===== src/rtl/minifloat_accum.sv =====
// Frame accumulator for 7-bit minifloat codes (3-bit exponent, 4-bit mantissa).
// Decodes each accepted code, sums a frame with saturation, hands the result downstream.
module minifloat_accum #(
    parameter int FRAME_LEN = 16,
    parameter int SUM_W     = 16
) (
    input  logic             clk,
    input  logic             rst_n,
    input  logic             in_valid,
    output logic             in_ready,
    input  logic [6:0]       in_code,
    input  logic             flush,
    output logic             out_valid,
    input  logic             out_ready,
    output logic [SUM_W-1:0] out_sum,
    output logic [8:0]       out_count,
    output logic             out_ovf
);

    typedef enum logic {ACCUM, HOLD} state_t;

    localparam logic [8:0] LAST = 9'(FRAME_LEN);

    state_t           state;
    logic [SUM_W-1:0] acc;
    logic [8:0]       cnt;
    logic             ovf;

    logic [10:0]      value;
    logic [SUM_W:0]   sum_ext;
    logic             carry;
    logic [SUM_W-1:0] acc_next;
    logic [8:0]       cnt_next;
    logic             ovf_next;
    logic             accept;
    logic             close;

    always_comb begin
        value = '0;
        if (in_code[6:4] == 3'd0)
            value = {7'd0, in_code[3:0]};
        else
            value = {6'd0, 1'b1, in_code[3:0]} << (in_code[6:4] - 3'd1);
    end

    // A saturated acc keeps producing a carry, so it stays pinned at max.
    assign sum_ext  = {1'b0, acc} + {{(SUM_W-10){1'b0}}, value};
    assign carry    = sum_ext[SUM_W];
    assign acc_next = carry ? '1 : sum_ext[SUM_W-1:0];
    assign ovf_next = ovf | carry;
    assign cnt_next = cnt + 9'd1;
    assign accept   = in_valid & in_ready;
    assign close    = accept ? ((cnt_next == LAST) | flush)
                             : (flush & (cnt != 9'd0));

    always_ff @(posedge clk or negedge rst_n) begin
        if (!rst_n) begin
            state     <= ACCUM;
            acc       <= '0;
            cnt       <= '0;
            ovf       <= 1'b0;
            in_ready  <= 1'b1;
            out_valid <= 1'b0;
            out_sum   <= '0;
            out_count <= '0;
            out_ovf   <= 1'b0;
        end else begin
            case (state)
                ACCUM: begin
                    if (accept) begin
                        acc <= acc_next;
                        cnt <= cnt_next;
                        ovf <= ovf_next;
                    end
                    if (close) begin
                        out_sum   <= accept ? acc_next : acc;
                        out_count <= accept ? cnt_next : cnt;
                        out_ovf   <= accept ? ovf_next : ovf;
                        state     <= HOLD;
                        in_ready  <= 1'b0;
                        out_valid <= 1'b1;
                    end
                end
                HOLD: begin
                    if (out_ready) begin
                        acc       <= '0;
                        cnt       <= '0;
                        ovf       <= 1'b0;
                        state     <= ACCUM;
                        in_ready  <= 1'b1;
                        out_valid <= 1'b0;
                    end
                end
                default: state <= ACCUM;
            endcase
        end
    end

endmodule

===== config.mk =====
export PLATFORM = sky130hd
export DESIGN_NAME = minifloat_accum
export DESIGN_NICKNAME = d
export VERILOG_FILES = /design/src/rtl/minifloat_accum.sv
export SDC_FILE = /design/constraint.sdc
export NUM_CORES = 1
export LEC_CHECK = 0
export CAP_MARGIN = 5
export CELL_PAD_IN_SITES_DETAIL_PLACEMENT = 0
export CELL_PAD_IN_SITES_GLOBAL_PLACEMENT = 1
export CORE_UTILIZATION = 44
export CTS_CLUSTER_DIAMETER = 100
export DETAILED_ROUTE_END_ITERATION = 16
export DONT_BUFFER_PORTS = 1
export GPL_ROUTABILITY_DRIVEN = 1
export PLACE_DENSITY_LB_ADDON = 0.1
export SYNTH_ARGS = -nofsm -noshare
export SYNTH_HDL_FRONTEND = slang
export SYNTH_SLANG_ARGS = --single-unit

===== constraint.sdc =====
create_clock -name clk -period 2.58 [get_ports clk]
set_clock_uncertainty 0.2 [all_clocks]
set_input_delay 0.516 -clock clk [delete_from_list [all_inputs] [get_ports clk]]
set_output_delay 0.516 -clock clk [all_outputs]
set_load 0.005 [all_outputs]

# Word-level counts from Yosys, hierarchy flattened
# Index checks and enable logic that the tools add are counted.
# word_totals
out_inout_bits	28
in_bits	12
elab_cells	45
reg_bits	55
# op_classes
reduce_logical	4
bitwise_logic	5
n_shift	1
addsub	3
eq_ne	3
n_mux	20
# op_table
cell	n
two-way mux 16 bit	3
case mux 16 bit (2 select lines)	1
two-way mux 9 bit	2
case mux 9 bit (2 select lines)	1
adder 16 x 11 -> 17 bit	1
two-way mux 11 bit	1
left shift 5 x 3 -> 11 bit	1
adder 9 x 1 -> 9 bit, second input constant	1
equality test 9 x 5 -> 1 bit, second input constant	1
nonzero test 9 bit	1
two-way mux 1 bit	8
case mux 1 bit (2 select lines)	4
!= test 2 bit, second input constant	2
AND reduction 2 bit	2
logical NOT 3 bit	1
subtractor 3 x 1 -> 3 bit, second input constant	1
bitwise AND 1 bit	2
bitwise OR 1 bit	2
NOT 1 bit	1

# Depth between registers and ports, before layout
# logic_depth
word_depth	7
ltp_mapped	18
mapped_depth_nobuf	15

# Worst setup path after synthesis
# OpenSTA, ideal clock, no wires.
# synth_path
path_type	input port to flip-flop
startpoint	input port in_code[4]
endpoint	register out_sum[15]
setup_slack_ns	-1.707
required_ns	2.255
path_buffers	2
cell_stages	14
arrival_time_ns	3.962
path_cell_list	clkbuf_1 inv_1 ha_1 clkbuf_1 mux2_2 a21oi_1 o21ai_0 ha_1 nor2b_1 a31oi_1 o31a_1 nor4_1 mux2_2 mux2_2
# synth_between
elab_chain_cells	6
elab_cells_between_ends	7
cone_classes	2 x add/sub; 1 x shift; 3 x mux; 1 x reduce/logical
# synth_rtl
element	line	rtl
start, declared	11	input logic [6:0] in_code,
subtractor 3 x 1 -> 3 bit	43	value = {6'd0, 1'b1, in_code[3:0]} << (in_code[6:4] - 3'd1);
left shift 5 x 3 -> 11 bit	43	
two-way mux 11 bit (*)	40	if (in_code[6:4] == 3'd0)
adder 16 x 11 -> 17 bit (*)	47	assign sum_ext = {1'b0, acc} + {{(SUM_W-10){1'b0}}, value};
two-way mux 16 bit (*)	49	assign acc_next = carry ? '1 : sum_ext[SUM_W-1:0];
two-way mux 16 bit (*)	n/a	
end signal, assigned	76	out_sum <= accept ? acc_next : acc;
end, declared	15	output logic [SUM_W-1:0] out_sum,
# Every way passes the cells marked *; elsewhere a longest branch is shown, timed or not.
# A chain may end at the register's enable or synchronous reset.

# Worst setup path in the final report
# layout_path
startpoint	input port in_code[5]
endpoint	register out_sum[15]
# Same word-level chain as after synthesis.

==> out/results.ini <==
[synthesis]
synth-seq-cells = 55
synth-simple-area-share = 0.2042
synth_xor_area_frac = 0.05312
synth-edff-count = 0
postSynth.asyncResetShare = 1.000
synth_compound_area_frac = 0.2063
syn_area_um2 = 3627
synth_ff_type = dfrtp_1
yosysSeqAreaShare = 0.3798
synth_nets = 449
yosys-mux-area-fraction = 0.04622
synth_top_family_by_area = compound AO/OA/AOI/OAI gates
yosysWarnings = 0
synth-adder-area-share = 0.05726
syn_avg_cell_area_um2 = 8.616
synth_cells = 421
ys_types = 54

[clock_tree]
root_buffer = clkbuf_8
htreeDepth = 2
clk_pin_slew_ns = 0.11
cts.sinks = 55
cts_buffers = 5
clockBufferDepth = 2
worstSkewPairLatency_ns = 0.31
cts_tree = yes

[job]
cap_viol_max_count = 0

[global_route]
grt_pass1_wl_um = 15930
grt_pass1_vias = 3208
gr-total-overflow = 0
track_usage = 0.2324
antenna_found_initial = 0
grt_max_degree = 56

[layout]
final_common_cell = buf_4
fillers = 640
layout_common_cells = 76 x buf_4, 54 x dfrtp_1, 45 x nor2_1, 44 x nand2_1, 18 x a21oi_2
drive_above_1_share = 0.4533
area_growth_pct = 43.60
n_antenna_cell = 0
fin_nets = 519

[placed_design]
pre_cts_slack_ns = -1.257
portBuffers = 0
place_congestion = 0.8368
dp_hpwl_um = 6677

[hold_path]
whs_path_depth = 2
hold_path_class = in -> reg

[routing]
via_count = 3345
wirelength_met1_um = 4775
top_layer_used = met4
wl_per_cell_um = 17.97
ant_nets = 0
route.met3.wl_um = 344
first_pass_iters = 4
drcViolationCount = 0
wl_met2_um = 5438
routed_wl_um = 10680
avgViaCountPerCell = 5.631
drt_iter0_drc = 163

[die]
rows = 32
ios = 40
initial_core_util = 0.4622
die_w_um = 92.80
die-area_um2 = 8611
die_h_um = 92.80
coreArea_um2 = 7848

[setup_path]
critPathKind = in -> reg
end_kind = flop
required_ns = 2.59
critPathLaunchType = input pin
worst-path-max-fanout = 7
rr_worst_depth = 9
crit_arrival_ns = 3.33

[timing]
rsz0062_at_grt = yes
worst_hold_slack_ns = 0.1928
fin_crit_sh = 1.289
tightest_slew_ns = 0.5633
finalSetupViolCount = 34
tns_ns = -20.21
max_freq_mhz = 300.8
slew_violations = 0
relSlewSlack = 0.6236
finalHoldViolations = 0
fin_ws_ns = -0.7447
finalCriticalPeriod_ns = 3.325

[power_and_ir_drop]
ir_drop_mv = 0.4479
p_int_uw = 2729
p_per_area_nw_per_um2 = 907.5
clockPowerShare = 0.110
p_sw_frac = 0.4228
power.leakage_uw = 0.002183
pwr-share-seq = 0.310
p_sw_uw = 1999
combPwrFrac = 0.579

[status]
violations = setup timing
status = complete, but fails checks

-- power groups by stage --
stage	Combinational, uW	Clock [uW]	Sequential, uW
2_1_floorplan	1310	0	1380
3_3_place_gp	1830	0	1460
3_5_place_dp	1840	0	1470
4_1_cts	2130	532	1450
5_1_grt	2970	560	1510
6_report	2740	521	1470
-- state kept, by name, summed over array words and instances (netlist names) --
signal / flops
in_ready: 1
ovf: 1
out_valid: 1
out_sum: 16
state: 1
cnt: 9
out_count: 9
out_ovf: 1
acc: 16
-- synthesized netlist by cell type, drive strengths merged (2+ instances only) --
master   count  area [um^2]
a21oi       36        217.7
inv         11        41.29
nor4         2        12.51
a311oi       2        17.52
nor2        56        210.2
a41oi        3        48.80
o2111ai      2        23.77
a211o        2        17.52
mux2        14        157.7
o31ai        5        37.54
nand2b       3        18.77
nand2       49        183.9
o21ai       32        160.2
o41ai        2        17.52
nor3        11        55.05
nor2b        5        31.28
or3          2        12.51
o22ai        4        25.02
nand3       13        65.06
ha          15        187.7
a211oi       2        15.01
a21o         2        15.01
dfrtp       54         1351
and3         8        50.05
o21a         3        22.52
clkbuf      19        71.32
nand4        6        37.54
or2          2        12.51
buf          9        80.07
xnor2       19        166.4
xor2         3        26.28
and2         4        25.02
a31oi        6        37.54
-- worst max-delay path: stages --
cell	delay, ns
inv_6	0.02
ha_4	0.27
mux2i_4	0.20
buf_6	0.12
a21oi_4	0.16
inv_2	0.09
o21ai_4	0.19
ha_4	0.16
a21o_1	0.17
a31o_4	0.12
a31oi_4	0.03
o31a_1	0.32
nor4_2	0.31
mux2_2	0.38
mux2_4	0.26
-- logic make-up after synthesis --
family / after synthesis
adders and majority gates: 16
and+or+nand+nor: 164
muxes: 15
DFF: 55
buffers and inverters: 39
xor gates and xnor gates: 22
AOI/OAI and AO/OA: 110
-- repair_timing --
action,CTS,global route
endpoints found under the hold margin,55,0
cloned,1,0
endpoints found under the setup margin,34,37
pin swaps,21,54
setup buffers,19,10
gates resized for setup,56,113
hold buffers,2,0
-- worst paths after layout --
| kind | start | end | slack (ns) |
|---|---|---|---|
| worst min register to register | out_valid | out_valid | 0.33 |
| worst max register to register | acc[1] | out_sum[15] | -0.20 |
| worst max-delay path | in_code[5] | out_sum[15] | -0.74 |
| worst min-delay path | out_ready | ovf | 0.19 |
| min in group asynchronous | rst_n | acc[13] | 0.56 |
| max in group asynchronous | rst_n | in_ready | 1.34 |
-- final cells by class --
type / count / area [um^2] / area share
clock inverters: 1 / 8.758 / 0.001681
inverters: 11 / 58.81 / 0.01129
clock buffers: 7 / 86.33 / 0.01657
multi-input cells: 328 / 2798 / 0.5371
flip-flops and latches: 55 / 1378 / 0.2645
well taps: 102 / 127.6 / 0.02450
repair buffers: 90 / 752.0 / 0.1444
-- stage by stage --
step / util / instance area (um^2) / std cells / total power, uW
3_5_place_dp: 0.5255 / 4124 / 556 / 3312
5_1_grt: 0.6637 / 5209 / 594 / 5034
2_1_floorplan: - / 3712 / 421 / 2681
6_report: 0.6637 / 5209 / 594 / 4727
3_3_place_gp: 0.5255 / 4124 / 556 / 3283
4_1_cts: 0.5891 / 4623 / 585 / 4113
-- per-layer routing --
layer / global-route usage / up-vias
met5: 0 / -
met4: 0.04231 / 0
met3: 0.03202 / 13
met2: 0.3989 / 58
met1: 0.3134 / 1652
li1: - / 1622
Power figures use the tool's default switching activity.
